===== src/rtl/fir_serial_mac.sv =====
// Serial FIR filter: one shared multiplier walks the taps, then rounds and saturates the sum.
// Latency: out_valid rises N_TAPS+2 cycles after acceptance; one sample per N_TAPS+3 cycles at best.
// Backpressure: in_ready only in IDLE; the result holds in OUT until out_ready, stalling the input.
//
// Ports:
//   clk, reset                     - single clock, synchronous active-high reset
//   in_data/in_valid/in_ready      - sample input handshake (signed DATA_W)
//   out_data/out_sat/out_valid/out_ready - result handshake, out_sat flags a clamped result
//   coef_wr_en/coef_wr_addr/coef_wr_data - coefficient write port (signed Q1.(COEF_W-1))
module fir_serial_mac #(
   parameter int DATA_W = 24,
   parameter int COEF_W = 16,
   parameter int N_TAPS = 9
) (
   input  logic                      clk,
   input  logic                      reset,
   input  logic [DATA_W-1:0]         in_data,
   input  logic                      in_valid,
   output logic                      in_ready,
   output logic [DATA_W-1:0]         out_data,
   output logic                      out_valid,
   input  logic                      out_ready,
   output logic                      out_sat,
   input  logic                      coef_wr_en,
   input  logic [$clog2(N_TAPS)-1:0] coef_wr_addr,
   input  logic [COEF_W-1:0]         coef_wr_data
);

   localparam int IDX_W  = $clog2(N_TAPS);
   localparam int PROD_W = DATA_W + COEF_W;
   localparam int ACC_W  = PROD_W + IDX_W;
   // One spare bit so adding the rounding constant can never overflow.
   localparam int RND_W  = ACC_W + 1;

   localparam logic [IDX_W-1:0] IDX_LAST = IDX_W'(N_TAPS - 1);
   localparam logic [IDX_W:0]   N_TAPS_V = (IDX_W + 1)'(N_TAPS);
   localparam logic [RND_W-1:0] RND_K    = {{(RND_W-1){1'b0}}, 1'b1} << (COEF_W - 2);
   localparam logic signed [RND_W-1:0] SAT_MAX = {{(RND_W-DATA_W+1){1'b0}}, {(DATA_W-1){1'b1}}};
   localparam logic signed [RND_W-1:0] SAT_MIN = {{(RND_W-DATA_W+1){1'b1}}, {(DATA_W-1){1'b0}}};

   typedef enum logic [1:0] {
      IDLE  = 2'd0,
      MAC   = 2'd1,
      ROUND = 2'd2,
      OUT   = 2'd3
   } state_t;

   state_t                   state_q;
   logic signed [DATA_W-1:0] x_q [N_TAPS];
   logic signed [COEF_W-1:0] c_q [N_TAPS];
   logic [ACC_W-1:0]         acc_q;
   logic [IDX_W-1:0]         idx_q;
   logic [DATA_W-1:0]        out_data_q;
   logic                     out_sat_q;
   logic                     out_valid_q;
   logic                     in_ready_q;

   // Shared multiplier: both operands sign-extended to the full product width.
   logic signed [COEF_W-1:0] c_sel;
   logic signed [DATA_W-1:0] x_sel;
   logic signed [PROD_W-1:0] c_ext;
   logic signed [PROD_W-1:0] x_ext;
   logic signed [PROD_W-1:0] prod;
   logic [ACC_W-1:0]         acc_d;

   assign c_sel = c_q[idx_q];
   assign x_sel = x_q[idx_q];
   assign c_ext = {{DATA_W{c_sel[COEF_W-1]}}, c_sel};
   assign x_ext = {{COEF_W{x_sel[DATA_W-1]}}, x_sel};
   assign prod  = c_ext * x_ext;
   assign acc_d = acc_q + {{IDX_W{prod[PROD_W-1]}}, prod};

   // Round half up, then clamp into the output range.
   logic signed [RND_W-1:0] rnd_sum;
   logic signed [RND_W-1:0] rnd_shift;
   logic [DATA_W-1:0]       res_d;
   logic                    sat_d;

   assign rnd_sum   = {acc_q[ACC_W-1], acc_q} + RND_K;
   assign rnd_shift = rnd_sum >>> (COEF_W - 1);

   always_comb begin
      res_d = rnd_shift[DATA_W-1:0];
      sat_d = 1'b0;
      if (rnd_shift > SAT_MAX) begin
         res_d = SAT_MAX[DATA_W-1:0];
         sat_d = 1'b1;
      end else if (rnd_shift < SAT_MIN) begin
         res_d = SAT_MIN[DATA_W-1:0];
         sat_d = 1'b1;
      end
   end

   // Coefficients are only read during MAC, so writes are locked out there
   // and accepted everywhere else; the result register is never touched.
   logic coef_we;
   assign coef_we = coef_wr_en && (state_q != MAC) && ({1'b0, coef_wr_addr} < N_TAPS_V);

   always_ff @(posedge clk) begin
      if (reset) begin
         state_q     <= IDLE;
         acc_q       <= '0;
         idx_q       <= '0;
         out_data_q  <= '0;
         out_sat_q   <= 1'b0;
         out_valid_q <= 1'b0;
         in_ready_q  <= 1'b1;
         for (int k = 0; k < N_TAPS; k++) begin
            x_q[k] <= '0;
            c_q[k] <= '0;
         end
      end else begin
         if (coef_we) begin
            c_q[coef_wr_addr] <= coef_wr_data;
         end
         case (state_q)
            IDLE: begin
               if (in_valid) begin
                  for (int k = N_TAPS - 1; k > 0; k--) begin
                     x_q[k] <= x_q[k-1];
                  end
                  x_q[0]     <= in_data;
                  acc_q      <= '0;
                  idx_q      <= '0;
                  in_ready_q <= 1'b0;
                  state_q    <= MAC;
               end
            end
            MAC: begin
               acc_q <= acc_d;
               idx_q <= idx_q + 1'b1;
               if (idx_q == IDX_LAST) begin
                  state_q <= ROUND;
               end
            end
            ROUND: begin
               out_data_q  <= res_d;
               out_sat_q   <= sat_d;
               out_valid_q <= 1'b1;
               state_q     <= OUT;
            end
            OUT: begin
               // Returning to IDLE first keeps the output handshake and the
               // next acceptance in separate cycles.
               if (out_ready) begin
                  out_valid_q <= 1'b0;
                  in_ready_q  <= 1'b1;
                  state_q     <= IDLE;
               end
            end
            default: begin
               state_q <= IDLE;
            end
         endcase
      end
   end

   assign in_ready  = in_ready_q;
   assign out_valid = out_valid_q;
   assign out_data  = out_data_q;
   assign out_sat   = out_sat_q;

endmodule


===== config.mk =====
export PLATFORM = sky130hd
export DESIGN_NAME = fir_serial_mac
export DESIGN_NICKNAME = d
export VERILOG_FILES = /design/src/rtl/fir_serial_mac.sv
export SDC_FILE = /design/constraint.sdc
export NUM_CORES = 2
export LEC_CHECK = 0
export BUFFER_PORTS_ARGS = -buffer_cell sky130_fd_sc_hd__buf_4
export CAP_MARGIN = 20
export CELL_PAD_IN_SITES_DETAIL_PLACEMENT = 2
export CELL_PAD_IN_SITES_GLOBAL_PLACEMENT = 2
export CORE_MARGIN = 1.5
export CORE_UTILIZATION = 48
export CTS_CLUSTER_DIAMETER = 40
export CTS_CLUSTER_SIZE = 28
export DETAILED_ROUTE_END_ITERATION = 10
export MAX_ROUTING_LAYER = met4
export PLACE_DENSITY_LB_ADDON = 0.12
export SYNTH_ARGS = -nofsm -noshare
export SYNTH_HDL_FRONTEND = slang
export SYNTH_SLANG_ARGS = --single-unit

===== constraint.sdc =====
create_clock -name clk -period 23.4 [get_ports clk]
set_input_delay 2.34 -clock clk [delete_from_list [all_inputs] [get_ports clk]]
set_output_delay 2.34 -clock clk [all_outputs]
set_load 0.01 [all_outputs]

==> run summary <==
post-synth design cell area -> 0.0398 mm2
number of hold violations in the final report -> 0
setup repair after global routing missed its margin -> false
width of the die -> 291 um
wire length of the first global-routing pass -> 234 mm
share of flip-flops with an asynchronous set or reset after synthesis -> 0
# nets final -> 4164
standard cell core area -> 0.0820 mm2
Syn. warnings -> 0
maximum cell stage delay along the critical path -> 1000 ps
count of hold-fix buffers inserted at cts -> 0
cell at the slowest stage of the critical path -> sky130_fd_sc_hd__o21ai_1
Root Driver -> sky130_fd_sc_hd__clkbuf_16
top library cells by usage in the layout, fill and taps aside -> sky130_fd_sc_hd__edfxtp_1 (472), sky130_fd_sc_hd__inv_1 (445), sky130_fd_sc_hd__and2_1 (402)
transition time of the tightest slew-check pin -> 1240 ps
crit-path most repeated cell -> sky130_fd_sc_hd__fa_1
initial antenna violation count -> 5
final setup violating endpoints -> 0
count of vias placed by the detailed router -> 30600
Area Overhead vs Synth -> 12.8%
effective utilization at floorplan -> 0.485
post-CTS setup-driven buffer insertion count -> 0
die outline height -> 291 um
flip-flop cell with the highest count after synthesis -> sky130_fd_sc_hd__edfxtp_1
largest net degree at the start of global routing -> 145
Synth Area per Inst -> 11.6 um2
data required time at the worst endpoint -> 23970 ps
DRC viols -> 0
number of cells produced by synthesis -> 3424
number of violations of the max-capacitance limit -> 0
post-layout min period -> 13220 ps
Port Buffers -> 75
setup TNS -> 0 ps
status -> completed
critical path arrival -> 13780 ps
number of filler cells placed in the layout -> 7761
clock sinks -> 553
CTS buffer count -> 87
Worst Path Max Fanout -> 53
headroom to the max-slew limit -> 0.171
overall track demand over capacity in global routing -> 0.391
Ports -> 76
final period utilization -> 0.565
area share of the largest cell type after synthesis -> 0.357
endpoint kind of the worst setup timing path -> flop
number of iterations in the first detailed-routing pass -> 5
register area share after synthesis -> 0.397
average via count per standard cell -> 6.47
count of state elements after synthesis -> 553
TritonCTS clock tree -> done
layout cells sized above 1 -> 0.125
startpoint of the worst hold path -> acc_q[10]$_SDFFE_PP0P_
top cells by area in the synthesized netlist -> sky130_fd_sc_hd__edfxtp_1 (36%), sky130_fd_sc_hd__fa_1 (19%), sky130_fd_sc_hd__mux4_2 (6.9%)
leading cell type in the layout, fill and taps excluded -> sky130_fd_sc_hd__edfxtp_1
Hold/Removal Path Class -> flop to flop
number of levels the H-tree was split into -> 3
number of buffers between clock root and the deepest sink -> 3
Max Transition Viols Final -> 0
Placer Congestion -> 0.868
detailed-placement wirelength estimate -> 93.6 mm
standard-cell rows -> 105
gr ovfl total -> 0
Clock Skew -> 103 ps
number of enable flip-flop cells after synthesis -> 472
Starting DRT DRC Count -> 3480
Antenna Nets Post-Route -> 0
Die Outline Area -> 0.0846 mm2
Clock Latency Late Sink -> 750 ps
post-synth cell types -> 80
register clock-pin slew on the reported worst setup and hold paths -> 60 ps
via count of the first global-routing pass -> 33300
CTS resizes -> 0
detailed-route wire length -> 182 mm
maximum operating frequency -> 0.0757 GHz
wire length per cell after detailed routing -> 38.3 um
Critical Path Source Type -> flop
post-synth top area cell -> sky130_fd_sc_hd__edfxtp_1
Crit Path Category -> flop to flop
## kinds of logic after synthesis
group | count (synthesis) | synth area share
simple gates | 1101 | 0.145
buf+inv | 601 | 0.0579
flops | 553 | 0.397
fa+ha+maj | 523 | 0.235
compound gates | 380 | 0.0629
mux | 164 | 0.0796
xor+xnor | 101 | 0.0223
other cells | 1 | 0.0000943
## stage by stage
step	util	area, um2	hold WS [ps]	cells	setup slack, ps
after detailed placement	0.511	41900	499	4570	11340
final	0.547	44900	500	4737	10180
after global placement	0.511	41900	467	4569	11740
after global routing	0.547	44900	533	4737	9850
after floorplan	-	40200	460	3535	13440
after CTS	0.546	44800	507	4731	11040
## registers in the layout, summed over array words and instances, names as in the netlist, named ones only
register,flops
state_q,2
c_q,256
acc_q,44
out_valid,1
idx_q,4
in_ready,1
x_q,216
out_sat,1
out_data,24
## area by class of cell
| cell class | instances | area, um2 | area share |
|---|---|---|---|
| timing repair buffer | 123 | 985 | 0.0219 |
| antenna | 3 | 7.51 | 0.000167 |
| tap | 1070 | 1340 | 0.0298 |
| sequential | 553 | 15800 | 0.352 |
| clock buffer | 94 | 2220 | 0.0496 |
| clock inverter | 67 | 682 | 0.0152 |
| inverter | 446 | 1670 | 0.0373 |
| multi-input combinational | 2381 | 22100 | 0.494 |
## routing by layer
layer  global-route usage  wire, um
met1                0.453     63500
met4                0.194     14500
met2                0.657     87800
met3               0.0655     15700
met5                    -         0
## cell usage after synthesis (5+ instances only)
cell and n:
sky130_fd_sc_hd__fa_1 375, sky130_fd_sc_hd__o21ai_1 16, sky130_fd_sc_hd__a21o_1 43, sky130_fd_sc_hd__nand3_1 18
sky130_fd_sc_hd__and4_1 7, sky130_fd_sc_hd__mux2i_1 36, sky130_fd_sc_hd__nand2b_1 48, sky130_fd_sc_hd__inv_1 445
sky130_fd_sc_hd__nor2_1 201, sky130_fd_sc_hd__mux4_2 121, sky130_fd_sc_hd__mux2_2 7, sky130_fd_sc_hd__and3_1 11
sky130_fd_sc_hd__o21bai_1 7, sky130_fd_sc_hd__or2_2 18, sky130_fd_sc_hd__a22oi_1 29, sky130_fd_sc_hd__buf_2 12
sky130_fd_sc_hd__xor2_1 44, sky130_fd_sc_hd__a31oi_1 7, sky130_fd_sc_hd__ha_1 148, sky130_fd_sc_hd__buf_1 11
sky130_fd_sc_hd__o211ai_1 13, sky130_fd_sc_hd__dfxtp_1 81, sky130_fd_sc_hd__o21a_1 26, sky130_fd_sc_hd__clkbuf_1 127
sky130_fd_sc_hd__edfxtp_1 472, sky130_fd_sc_hd__nand2_1 271, sky130_fd_sc_hd__a211oi_1 13, sky130_fd_sc_hd__o22ai_1 15
sky130_fd_sc_hd__nor2b_1 67, sky130_fd_sc_hd__xnor2_1 57, sky130_fd_sc_hd__o21ai_0 81, sky130_fd_sc_hd__nor3_1 15
sky130_fd_sc_hd__a21oi_1 83, sky130_fd_sc_hd__nand4_1 16, sky130_fd_sc_hd__a211oi_2 8, sky130_fd_sc_hd__or3_1 6
sky130_fd_sc_hd__a211o_1 5, sky130_fd_sc_hd__and2_1 402
## critical path: cells and delay by family (launching register included)
family | cells | cell delay [ps]
adders and majority gates | 8 | 4250
AOI/OAI and AO/OA | 13 | 4200
buffers and inverters | 5 | 1720
and+or+nand+nor | 7 | 1570
DFF | 1 | 590
muxes | 2 | 540
xor gates and xnor gates | 1 | 90
## final timing paths
path                                                to  slack [ps]  cells after the start
worst max register to register  acc_q[43]$_SDFFE_PP0P_       10180                     36
worst max-delay path            acc_q[43]$_SDFFE_PP0P_       10180                     36
worst min-delay path            acc_q[10]$_SDFFE_PP0P_         500                      2
worst min register to register  acc_q[10]$_SDFFE_PP0P_         500                      2
Power is left out: the tool's default activity adds up to more than one toggle a clock period on the data nets, which glitch-free logic cannot reach.
